**src/rtl/sparce_mem_arbiter_pkg.sv**
```systemverilog
// sparceMemPkg -- shared types and helpers for the sparce memory arbiter.
//   ADDR_WIDTH / DATA_WIDTH : default address / data widths
//   BC    : bytes per memory word (width of the byte-enable bus)
//   BADDR : number of byte-offset address bits inside one word
//   mem_op_e    : access size of a request (NOP means "no access")
//   arb_state_e : arbiter FSM states
//   op_be()         : byte-enable pattern of an access size at offset 0
//   op_misaligned() : natural-alignment test for an access size and offset
package sparceMemPkg;

  localparam int ADDR_WIDTH = 32;
  localparam int DATA_WIDTH = 64;
  localparam int BC         = DATA_WIDTH / 8;
  localparam int BADDR      = $clog2(BC);

  typedef enum logic [2:0] {
    NOP      = 3'd0,
    BYTE_OP  = 3'd1,
    HALF_OP  = 3'd2,
    WORD_OP  = 3'd3,
    DWORD_OP = 3'd4
  } mem_op_e;

  typedef enum logic [1:0] {
    IDLE  = 2'd0,
    ISSUE = 2'd1,
    WAIT  = 2'd2,
    RESP  = 2'd3
  } arb_state_e;

  function automatic logic [BC-1:0] op_be(mem_op_e op);
    logic [BC-1:0] be;
    case (op)
      BYTE_OP:  be = BC'(8'h01);
      HALF_OP:  be = BC'(8'h03);
      WORD_OP:  be = BC'(8'h0F);
      DWORD_OP: be = BC'(8'hFF);
      default:  be = '0;
    endcase
    return be;
  endfunction

  function automatic logic op_misaligned(mem_op_e op, logic [BADDR-1:0] offset);
    logic [2:0] off3;
    logic       mis;
    off3 = 3'(offset);
    case (op)
      HALF_OP:  mis = off3[0];
      WORD_OP:  mis = (off3[1:0] != 2'b00);
      DWORD_OP: mis = (off3 != 3'b000);
      default:  mis = 1'b0;
    endcase
    return mis;
  endfunction

endpackage

```
**src/rtl/sparce_mem_arbiter_lane_align.sv**
```systemverilog
// sparce_mem_lane_align -- purely combinational byte-lane steering.
//   op_i        : access size of the latched request
//   offset_i    : byte offset inside the memory word
//   wdata_i     : LSB-justified write data
//   rdata_raw_i : raw memory word
//   be_o        : byte enables placed on the addressed lanes
//   wdata_o     : write data moved onto the addressed lanes
//   rdata_o     : read data moved down to bit 0 and masked to the access size
module sparce_mem_lane_align
  import sparceMemPkg::*;
#(
  parameter int DATA_WIDTH = sparceMemPkg::DATA_WIDTH
) (
  input  mem_op_e               op_i,
  input  logic [BADDR-1:0]      offset_i,
  input  logic [DATA_WIDTH-1:0] wdata_i,
  input  logic [DATA_WIDTH-1:0] rdata_raw_i,
  output logic [BC-1:0]         be_o,
  output logic [DATA_WIDTH-1:0] wdata_o,
  output logic [DATA_WIDTH-1:0] rdata_o
);

  logic [BC-1:0]         size_be;
  logic [DATA_WIDTH-1:0] size_mask;
  logic [DATA_WIDTH-1:0] rdata_shift;

  always_comb begin
    size_be     = op_be(op_i);
    size_mask   = '0;
    be_o        = size_be << offset_i;
    wdata_o     = wdata_i << {offset_i, 3'b000};
    rdata_shift = rdata_raw_i >> {offset_i, 3'b000};
    // The offset-0 byte-enable pattern doubles as the size mask once each
    // enable bit is widened to a full byte.
    for (int b = 0; b < BC; b++) begin
      size_mask[8*b +: 8] = {8{size_be[b]}};
    end
    rdata_o = rdata_shift & size_mask;
  end

endmodule

```
**src/rtl/sparce_mem_arbiter.sv**
```systemverilog
// sparce_mem_arbiter -- two-requester round-robin arbiter in front of a
// single-outstanding word-wide memory port with byte-lane alignment.
//   req_*  : per-requester request (valid/ready), write flag, size, address, data
//   rsp_*  : one-cycle response strobe to the granted requester, data, error
//   mem_*  : memory request (valid/ready), completion strobe and raw read word
// Handshakes: a request transfers on a cycle where req_valid[i] and
// req_ready[i] are both 1; the memory request transfers on a cycle where
// mem_valid and mem_ready are both 1, and mem_valid holds with stable fields
// until then. rsp_valid and mem_rsp_valid are single-cycle strobes with no
// back-pressure.
// Optional build macro SPARCE_MEM_ARB_TIMEOUT_EN adds a watchdog over
// ISSUE/WAIT that forces an error response after TIMEOUT cycles.
module sparce_mem_arbiter
  import sparceMemPkg::*;
#(
  parameter int ADDR_WIDTH = sparceMemPkg::ADDR_WIDTH,
  parameter int DATA_WIDTH = sparceMemPkg::DATA_WIDTH,
  parameter int TIMEOUT    = 16
) (
  input  logic                     clk,
  input  logic                     rst,
  input  logic [1:0]               req_valid,
  output logic [1:0]               req_ready,
  input  logic [1:0]               req_we,
  input  mem_op_e                  req_op [2],
  input  logic [1:0][ADDR_WIDTH-1:0] req_addr,
  input  logic [1:0][DATA_WIDTH-1:0] req_wdata,
  output logic [1:0]               rsp_valid,
  output logic [DATA_WIDTH-1:0]    rsp_rdata,
  output logic                     rsp_err,
  output logic                     mem_valid,
  input  logic                     mem_ready,
  output logic                     mem_we,
  output logic [ADDR_WIDTH-1:0]    mem_addr,
  output logic [BC-1:0]            mem_be,
  output logic [DATA_WIDTH-1:0]    mem_wdata,
  input  logic                     mem_rsp_valid,
  input  logic [DATA_WIDTH-1:0]    mem_rdata
);

  arb_state_e            state_q, state_d;
  logic                  last_q, last_d;   // requester granted most recently
  logic                  win_q, win_d;     // requester currently being served
  logic                  we_q, we_d;
  mem_op_e               op_q, op_d;
  logic [ADDR_WIDTH-1:0] addr_q, addr_d;
  logic [DATA_WIDTH-1:0] wdata_q, wdata_d;
  logic [DATA_WIDTH-1:0] rdata_q, rdata_d;
  logic                  err_q, err_d;

  logic                  pick;
  logic [1:0]            grant;
  logic                  tmo_hit;
  logic [BC-1:0]         be_lane;
  logic [DATA_WIDTH-1:0] wdata_lane, rdata_lane;

  // On a tie the requester not granted last wins; otherwise the lone one.
  assign pick = (req_valid == 2'b11) ? ~last_q : ~req_valid[0];

  sparce_mem_lane_align #(.DATA_WIDTH(DATA_WIDTH)) u_align (
    .op_i        (op_q),
    .offset_i    (addr_q[BADDR-1:0]),
    .wdata_i     (wdata_q),
    .rdata_raw_i (mem_rdata),
    .be_o        (be_lane),
    .wdata_o     (wdata_lane),
    .rdata_o     (rdata_lane)
  );

`ifdef SPARCE_MEM_ARB_TIMEOUT_EN
  localparam int CNT_W = $clog2(TIMEOUT + 1);
  logic [CNT_W-1:0] cnt_q, cnt_d;

  // Counts cycles spent in ISSUE plus WAIT; cleared everywhere else.
  always_comb begin
    cnt_d = '0;
    if (state_q == ISSUE || state_q == WAIT) cnt_d = cnt_q + 1'b1;
  end

  always_ff @(posedge clk) begin
    if (rst) cnt_q <= '0;
    else     cnt_q <= cnt_d;
  end

  assign tmo_hit = (cnt_q >= CNT_W'(TIMEOUT - 1));
`else
  // TIMEOUT only matters when the watchdog is built in.
  logic unused_timeout;
  assign unused_timeout = (TIMEOUT != 0);
  assign tmo_hit        = 1'b0;
`endif

  always_comb begin
    state_d = state_q;
    last_d  = last_q;
    win_d   = win_q;
    we_d    = we_q;
    op_d    = op_q;
    addr_d  = addr_q;
    wdata_d = wdata_q;
    rdata_d = rdata_q;
    err_d   = err_q;
    grant   = 2'b00;
    case (state_q)
      IDLE: begin
        if (|req_valid) begin
          grant   = pick ? 2'b10 : 2'b01;
          win_d   = pick;
          last_d  = pick;
          we_d    = req_we[pick];
          op_d    = req_op[pick];
          addr_d  = req_addr[pick];
          wdata_d = req_wdata[pick];
          rdata_d = '0;
          err_d   = 1'b0;
          if (req_op[pick] == NOP) begin
            state_d = RESP;
          end else if (op_misaligned(req_op[pick], req_addr[pick][BADDR-1:0])) begin
            err_d   = 1'b1;
            state_d = RESP;
          end else begin
            state_d = ISSUE;
          end
        end
      end
      ISSUE: begin
        if (mem_ready) begin
          state_d = WAIT;
        end else if (tmo_hit) begin
          err_d   = 1'b1;
          rdata_d = '0;
          state_d = RESP;
        end
      end
      WAIT: begin
        if (mem_rsp_valid) begin
          rdata_d = we_q ? '0 : rdata_lane;
          state_d = RESP;
        end else if (tmo_hit) begin
          err_d   = 1'b1;
          rdata_d = '0;
          state_d = RESP;
        end
      end
      RESP:    state_d = IDLE;
      default: state_d = IDLE;
    endcase
  end

  always_ff @(posedge clk) begin
    if (rst) begin
      state_q <= IDLE;
      last_q  <= 1'b1;
      win_q   <= 1'b0;
      we_q    <= 1'b0;
      op_q    <= NOP;
      addr_q  <= '0;
      wdata_q <= '0;
      rdata_q <= '0;
      err_q   <= 1'b0;
    end else begin
      state_q <= state_d;
      last_q  <= last_d;
      win_q   <= win_d;
      we_q    <= we_d;
      op_q    <= op_d;
      addr_q  <= addr_d;
      wdata_q <= wdata_d;
      rdata_q <= rdata_d;
      err_q   <= err_d;
    end
  end

  // A grant during the reset cycle would be lost, so it is suppressed.
  assign req_ready = rst ? 2'b00 : grant;

  assign mem_valid = (state_q == ISSUE);
  assign mem_we    = mem_valid & we_q;
  assign mem_addr  = mem_valid ? {addr_q[ADDR_WIDTH-1:BADDR], {BADDR{1'b0}}} : '0;
  assign mem_be    = mem_valid ? be_lane : '0;
  assign mem_wdata = mem_valid ? wdata_lane : '0;

  assign rsp_valid = (state_q == RESP) ? (win_q ? 2'b10 : 2'b01) : 2'b00;
  assign rsp_rdata = (state_q == RESP) ? rdata_q : '0;
  assign rsp_err   = (state_q == RESP) & err_q;

endmodule

```
**config.mk**
```make
export PLATFORM = sky130hd
export DESIGN_NAME = sparce_mem_arbiter
export DESIGN_NICKNAME = d
export VERILOG_FILES = /design/src/rtl/sparce_mem_arbiter_pkg.sv /design/src/rtl/sparce_mem_arbiter_lane_align.sv /design/src/rtl/sparce_mem_arbiter.sv
export SDC_FILE = /design/constraint.sdc
export NUM_CORES = 1
export LEC_CHECK = 0
export ABC_CLOCK_PERIOD_IN_PS = 2500
export CAP_MARGIN = 20
export CORE_AREA = 2 2 172 174
export CTS_BUF_LIST = sky130_fd_sc_hd__clkbuf_4 sky130_fd_sc_hd__clkbuf_8
export CTS_CLUSTER_DIAMETER = 80
export DETAILED_ROUTE_END_ITERATION = 16
export DIE_AREA = 0 0 174 176
export DONT_BUFFER_PORTS = 1
export PLACE_DENSITY_LB_ADDON = 0.2
export SLEW_MARGIN = 20
export SYNTH_ARGS = -nofsm -noshare
export SYNTH_HDL_FRONTEND = slang
export SYNTH_SLANG_ARGS = --single-unit
```
**constraint.sdc**
```tcl
create_clock -name clk -period 2.5 [get_ports clk]
set_input_delay 0.375 -clock clk [delete_from_list [all_inputs] [get_ports clk]]
set_output_delay 0.375 -clock clk [all_outputs]
set_load 0.05 [all_outputs]
```
==> results by group <==
Critical path
  – Launch point of the worst path: addr_q[0]
  – Worst Setup Path Type: reg2out
  – Setup crit end: mem_wdata[59]
  – Critical Path RT: about 2.1 ns
  – Worst setup EP type: primary output
  – Crit Reg-Reg Startpoint: last_q
  – Crit path DAT: 2.07 ns
  – Highest net fanout along the worst path: 5
  – Setup slack, reg-to-reg: around 0.19 ns
  – Worst r2r path cells: 6
  – Reg2Reg Capture Point: addr_q[9]
  – Setup crit start kind: flip-flop

Drt
  – Wirelength, routed: around 42000 um
  – Via Count: between 10000 and 15000
  – DRC Markers: 0
  – 1st-pass router iterations: 5
  – Via density: around 6
  – Initial DRC count: 678
  – Routed length per instance: approximately 25 um
  – ANT nets after route: 0

Pwr
  – VDD IR-drop max: 485.1 uV
  – Psw: between 7000 and 8000 uW
  – Cell internal pwr: slightly above 8000 uW
  – Power per Cell Area: about 1100 nW/um^2
  – Leak: 0.005526 uW
  – Overall power: about 16000 uW
  – Sequential fraction of design power: about a quarter
  – Share of power burned in the clock network: ~14%
  – Sw frac: just under 50%
  – Proportion of power drawn by combinational gates: roughly three fifths

Logic synthesis
  – Syn_area_per_cell: 9.305 um^2
  – Ys flop type: dfxtp_1
  – Post-synthesis sequential area ratio: a little under a third
  – Cell variety after synth: 50
  – Post-synthesis cell count: between 1000 and 1500
  – Yosys warns: 0
  – Share of synthesized registers carrying an async set or reset: 0%
  – Post-synth EDFFs: 0
  – Yosys reg bits: between 150 and 200
  – Synth Cell Area: 11230 um^2

Place
  – Dpl ws: around 0.23 ns
  – Port buffer count: 0
  – Post-DP HPWL: between 30000 and 40000 um
  – Placed insts: 1636
  – GP Congestion: around 0.87

Clock network
  – Clk Tree Root Cell: clkbuf_8
  – H-tree levels: 4
  – CTS Buffer Depth: 2
  – Clk sinks: 169
  – Num CTS Buffers: 17
  – Worst-Skew Late Latency: ~0.47 ns
  – Clk pin slew, worst setup/hold paths: ~0.12 ns
  – Clock tree from TritonCTS: yes

GRT
  – Initial antenna violation count: 0
  – Grt total ovfl: 0
  – First-pass GRT wire length: between 60000 and 70000 um
  – Vias in the first global route: just under 10000
  – Gr usage total: about 27%
  – Largest net degree at the start of global routing: between 100 and 150

Layout
  – Post-layout util: about half
  – Layout cells sized above 1: around 27%
  – Antenna Cells: 0
  – Area Growth Syn to Fin: 27.17%
  – Layout Nets: between 1500 and 2000
  – Final non-filler cell total: about 1700
  – Seq. cell area: around 3400 um^2
  – Fill count: roughly 2700
  – Multi-input logic area: ~7600 um^2

Flow run
  – Max-Cap Viols: 0

Timing
  – Minimum clock period: 2.440 ns
  – Final Max Tran Viols: 0
  – Final Cycle Share: a little over nine tenths
  – Final hold viol count: 0
  – Final setup violation count: 0
  – Worst Tran Pin Value: around 0.73 ns
  – Relative slew margins: ~51%
  – Fmax: approximately 410 MHz
  – Setup WS post-layout: slightly below 0.06 ns
  – RSZ-0062 raised after global routing: yes
  – Setup TNS: 0 ns
  – Worst clock skew: around 0.023 ns

Floorplan
  – Die footprint: 30620 um^2
  – Total core area: 28550 um^2
  – I/O pins: about 450
  – Initial core utilization: between 30% and 40%
  – Die X: ~170 um
  – Rows: between 60 and 70
  – Die H: 176 um

Status
  – Status: finished, final reports clean

Min path
  – Worst min-delay path class: in2reg
  – Hold_sp: mem_rdata[59]
[how the worst min path moves through the flow]
stage | end | slack [ns] | cells past startpoint
5_1_grt | rdata_q[59] | 0.05 | 2
3_3_place_gp | rdata_q[20] | 0.44 | 1
3_5_place_dp | rdata_q[12] | 0.44 | 1
2_1_floorplan | rdata_q[0] | 0.42 | 1
4_1_cts | rdata_q[59] | 0.04 | 2
6_report | rdata_q[59] | 0.08 | 2
[registers in the layout, indices dropped and copies added, names as in the netlist]
register	flops
win_q	1
rdata_q	64
state_q	2
we_q	1
op_q	3
err_q	1
addr_q	32
last_q	1
wdata_q	64
[synthesized netlist by cell type (all sizes together) (7+ instances only)]
cell type | n | area share, %
a211oi | 102 | 6.8
a21oi | 22 | 0.98
a22o | 18 | 1.4
a22oi | 20 | 1.3
a32oi | 12 | 0.94
and2 | 113 | 6.3
and3 | 10 | 0.56
buf | 66 | 3.3
clkbuf | 61 | 2.0
dfxtp | 169 | 30
mux2 | 10 | 1.0
mux2i | 220 | 20
mux4 | 50 | 10
nand2 | 14 | 0.47
nand2b | 7 | 0.39
nor2 | 190 | 6.4
o21ai | 15 | 0.67
o22ai | 9 | 0.50
o2bb2ai | 37 | 2.9
[metal layers]
layer / track usage (%) / up-vias / routed length, um
li1: - / 4680 / -
met1: 33.00 / 4844 / 17200
met2: 46.30 / 446 / 21080
met3: 6.202 / 66 / 2835
met4: 9.699 / 0 / 1296
met5: 0 / - / 0
[power groups by stage]
| stage | Sequential, uW | Combinational [uW] | Clock, uW |
|---|---|---|---|
| after floorplan | 3760 | 6430 | 0 |
| after global placement | 4290 | 8440 | 0 |
| after detailed placement | 4310 | 8470 | 0 |
| after CTS | 4230 | 9020 | 2270 |
| after global routing | 4340 | 10100 | 2400 |
| final | 4280 | 9520 | 2210 |
[worst max-delay path: stages (launching register included)]
cell and delay, ns:
dfxtp_4 0.36, buf_6 0.13, buf_6 0.13, buf_6 0.11, mux2i_4 0.19, mux2i_4 0.23
mux2i_1 0.11, nor2_1 0.17, buf_6 0.18
[cell type report]
type / instances / share of cell area [%]
Clock buffer: 17 / 1.638
Inverter: 5 / 0.1752
Multi-Input combinational cell: 908 / 53.50
Sequential cell: 169 / 23.80
Timing Repair Buffer: 205 / 16.12
Tap cell: 384 / 3.364
Clock inverter: 15 / 1.402
[layout by cell type, fill, tap and decap left out, types with 17 or more instances in the layout]
master,n
mux2i_1,204
nor2_1,177
dfxtp_1,162
buf_4,109
and2_1,108
a211oi_1,100
mux4_2,50
buf_12,44
o2bb2ai_1,35
buf_6,28
a22oi_1,20
a21oi_1,19
dlygate4sd3_1,19
clkbuf_8,17
[repair_timing]
action                                 in CTS  in global routing
setup endpoints to repair                  86                 74
pin swaps                                   0                  9
endpoints found under the hold margin     134                  0
gates cloned                                1                  1
gates resized for setup                    29                 85
hold buffers                               20                  0
setup buffers                               6                  8
[per-stage QoR]
step	instance area (um^2)	hold slack, ns
2_1_floorplan	11280	0.4242
3_3_place_gp	12990	0.4379
3_5_place_dp	12990	0.4404
4_1_cts	13860	0.04378
5_1_grt	14280	0.04993
6_report	14280	0.07647
[kinds of logic (layout without fill, tap and decap cells)]
kind of cell / Yosys count / in the layout / share of synthesized area, %
AND/OR/NAND/NOR: 365 / 365 / 16.12
multiplexers: 280 / 280 / 30.64
AO/OA/AOI/OAI: 254 / 254 / 16.93
flip-flops: 169 / 169 / 30.12
buffers and inverters: 132 / 242 / 5.515
adder cells (fa/ha/maj): 5 / 5 / 0.5570
other: 1 / 3 / 0.03339
XOR/XNOR: 1 / 1 / 0.07800
No activity file was read; power rests on OpenSTA's default activity.
==> patch (config.mk and constraints unchanged) <==
Build with the macro `SPARCE_MEM_ARB_TIMEOUT_EN` defined.
--- a/src/rtl/sparce_mem_arbiter.sv
+++ b/src/rtl/sparce_mem_arbiter.sv
@@ -10,6 +10,8 @@
 // back-pressure.
 // Optional build macro SPARCE_MEM_ARB_TIMEOUT_EN adds a watchdog over
 // ISSUE/WAIT that forces an error response after TIMEOUT cycles.
+`define SPARCE_MEM_ARB_TIMEOUT_EN
+
 module sparce_mem_arbiter
   import sparceMemPkg::*;
 #(
Formal check against the unedited RTL: no difference found for any inputs over 4 cycles, from zero or initial values and one cycle with rst high; that may be too few to reach the edited logic, so the function may still have changed.
==> patch against the original RTL <==
The run now ends with negative setup slack left; highest routed layer unchanged; power rose by 5.7%; first-iteration DRC count grew 27%; routed wire length increased by 7.7%; design area is 4.7% higher; synthesized area increased by 1.2%; core utilization up 2.4 points; sequential cell count rose by 5; via count grew 9.7%; clock skew decreased by 4.7 ps; worst setup slack got worse by 65 ps; largest power group unchanged; largest cell class unchanged; die area is the same.
==> patch: results (changes against the original RTL) <==
* R2R Path End: addr_q[23]
* Synth top area cells: dfxtp_1, mux4_2, nand2_1, mux2i_1, a311oi_1
* R2R Setup Slk at 160 ps (-30 ps)
* Vias per cell at 5.90 (+0.14%)
* Status: finished, violations left
* Placed cell areas at 13600 sq um (+4.3%)
* GRT Total Usage at 28.7% (+1.8 points)
* First-pass GRT wire length at 67100 um (+7.3%)
* Met3 usage at 8.23% (+2.0 points)
* Met1 WL at 17300 um (+0.66%)
* Slowest Stage Delay on Critical Path at 440 ps (+80 ps)
* GR Util met2 at 50.1% (+3.9 points)
* Compound-Gate Fraction of Synth Area at 19.6% (+2.7 points)
* Seq/Total Area, Yosys at 30.6% (+0.51 points)
* CP startpoint: addr_q[1]
* Post-Synth Adder-Cell Area at 0.880% (+0.32 points)
* Initial DRC Count at 862 (+27%)
* DP HPWL at 33400 um (+9.3%)
* R2r worst-path depth at 7 (+1)
* RR Startpoint: state_q[0]
* Setup Viol. Count Final at 1 (+1)
* Total negative slack at -5.75 ps (-5.75 ps)
* Worst Tran Pin Value at 848 ps (+118 ps)
* Gpl congestion at 0.968 (+11%)
* Routed wl met3 at 3950 um (+39%)
* Crit path arrival time at 2130 ps (+60 ps)
* Failing checks: negative setup slack
* Multiplexer area fraction after synthesis at 18.1% (-13 points)
* Non-Filler Instances at 1866 (+9.6%)
* Most frequent cell after synthesis: nand2_1
* Setup ws final at -5.75 ps (-65.3 ps)
* Synth unique cells at 54 (+8.0%)
* CP Max Fanout at 9 (+4)
* Critical Path Sink: mem_wdata[40]
* Pin count of the biggest net entering global routing at 104 (-11%)
* Synth top cells by count: nand2_1, dfxtp_1, nor2_1, and2_1, a311oi_1
patch: report_power, final:
part	leakage [uW]	switching (uW)	internal, uW	total, uW
logic	0.00406	5690	4570	10300
clock network	0.000220	1350	884	2240
registers	0.00143	936	3480	4420
total	0.00571	7980	8940	16900
patch: how the worst min path moves through the flow:
stage | from | to | slack [ps] | depth (start not counted)
after floorplan | rdata_q[4] | rdata_q[4] | 420 | 2
after global placement | rdata_q[7] | rdata_q[7] | 430 | 2
after detailed placement | rdata_q[7] | rdata_q[7] | 440 | 2
after CTS | req_addr[24] | addr_q[24] | 0.6 | 2
after global routing | mem_rdata[60] | rdata_q[60] | 3 | 1
final | req_addr[20] | addr_q[20] | 40 | 2
patch: logic make-up (layout without fill, tap and decap cells):
group | after synthesis | in the layout
fa+ha+maj | 8 | 8
simple gates | 595 | 595
other cells | 1 | 3
flops | 174 | 174
xor+xnor | 3 | 3
buf+inv | 147 | 255
mux | 145 | 145
compound gates | 299 | 299
patch: timing repair:
action                                  CTS  global route
cloned                                    4             4
endpoints found under the hold margin   104             0
resized for setup                        47            70
setup buffers                            12            12
pin swaps                                 3             3
hold buffers                             11             0
endpoints found under the setup margin   99            43
patch: layout make-up:
cell class | count | area (sq um)
repair buffers | 212 | 3010
inverters | 11 | 43.8
well taps | 384 | 480
multi-input cells | 1053 | 7480
clock inverters | 15 | 210
clock buffers | 17 | 234
flip-flops and latches | 174 | 3500
fillers | 2671 | 13600
patch: worst reg2reg max path, stage by stage (launching register included):
cell and delay, ps:
dfxtp_2 380, inv_1 120, ha_1 230, nor2b_4 330, buf_4 340, nor2_1 70
a311oi_1 250, dlygate4sd3_1 590
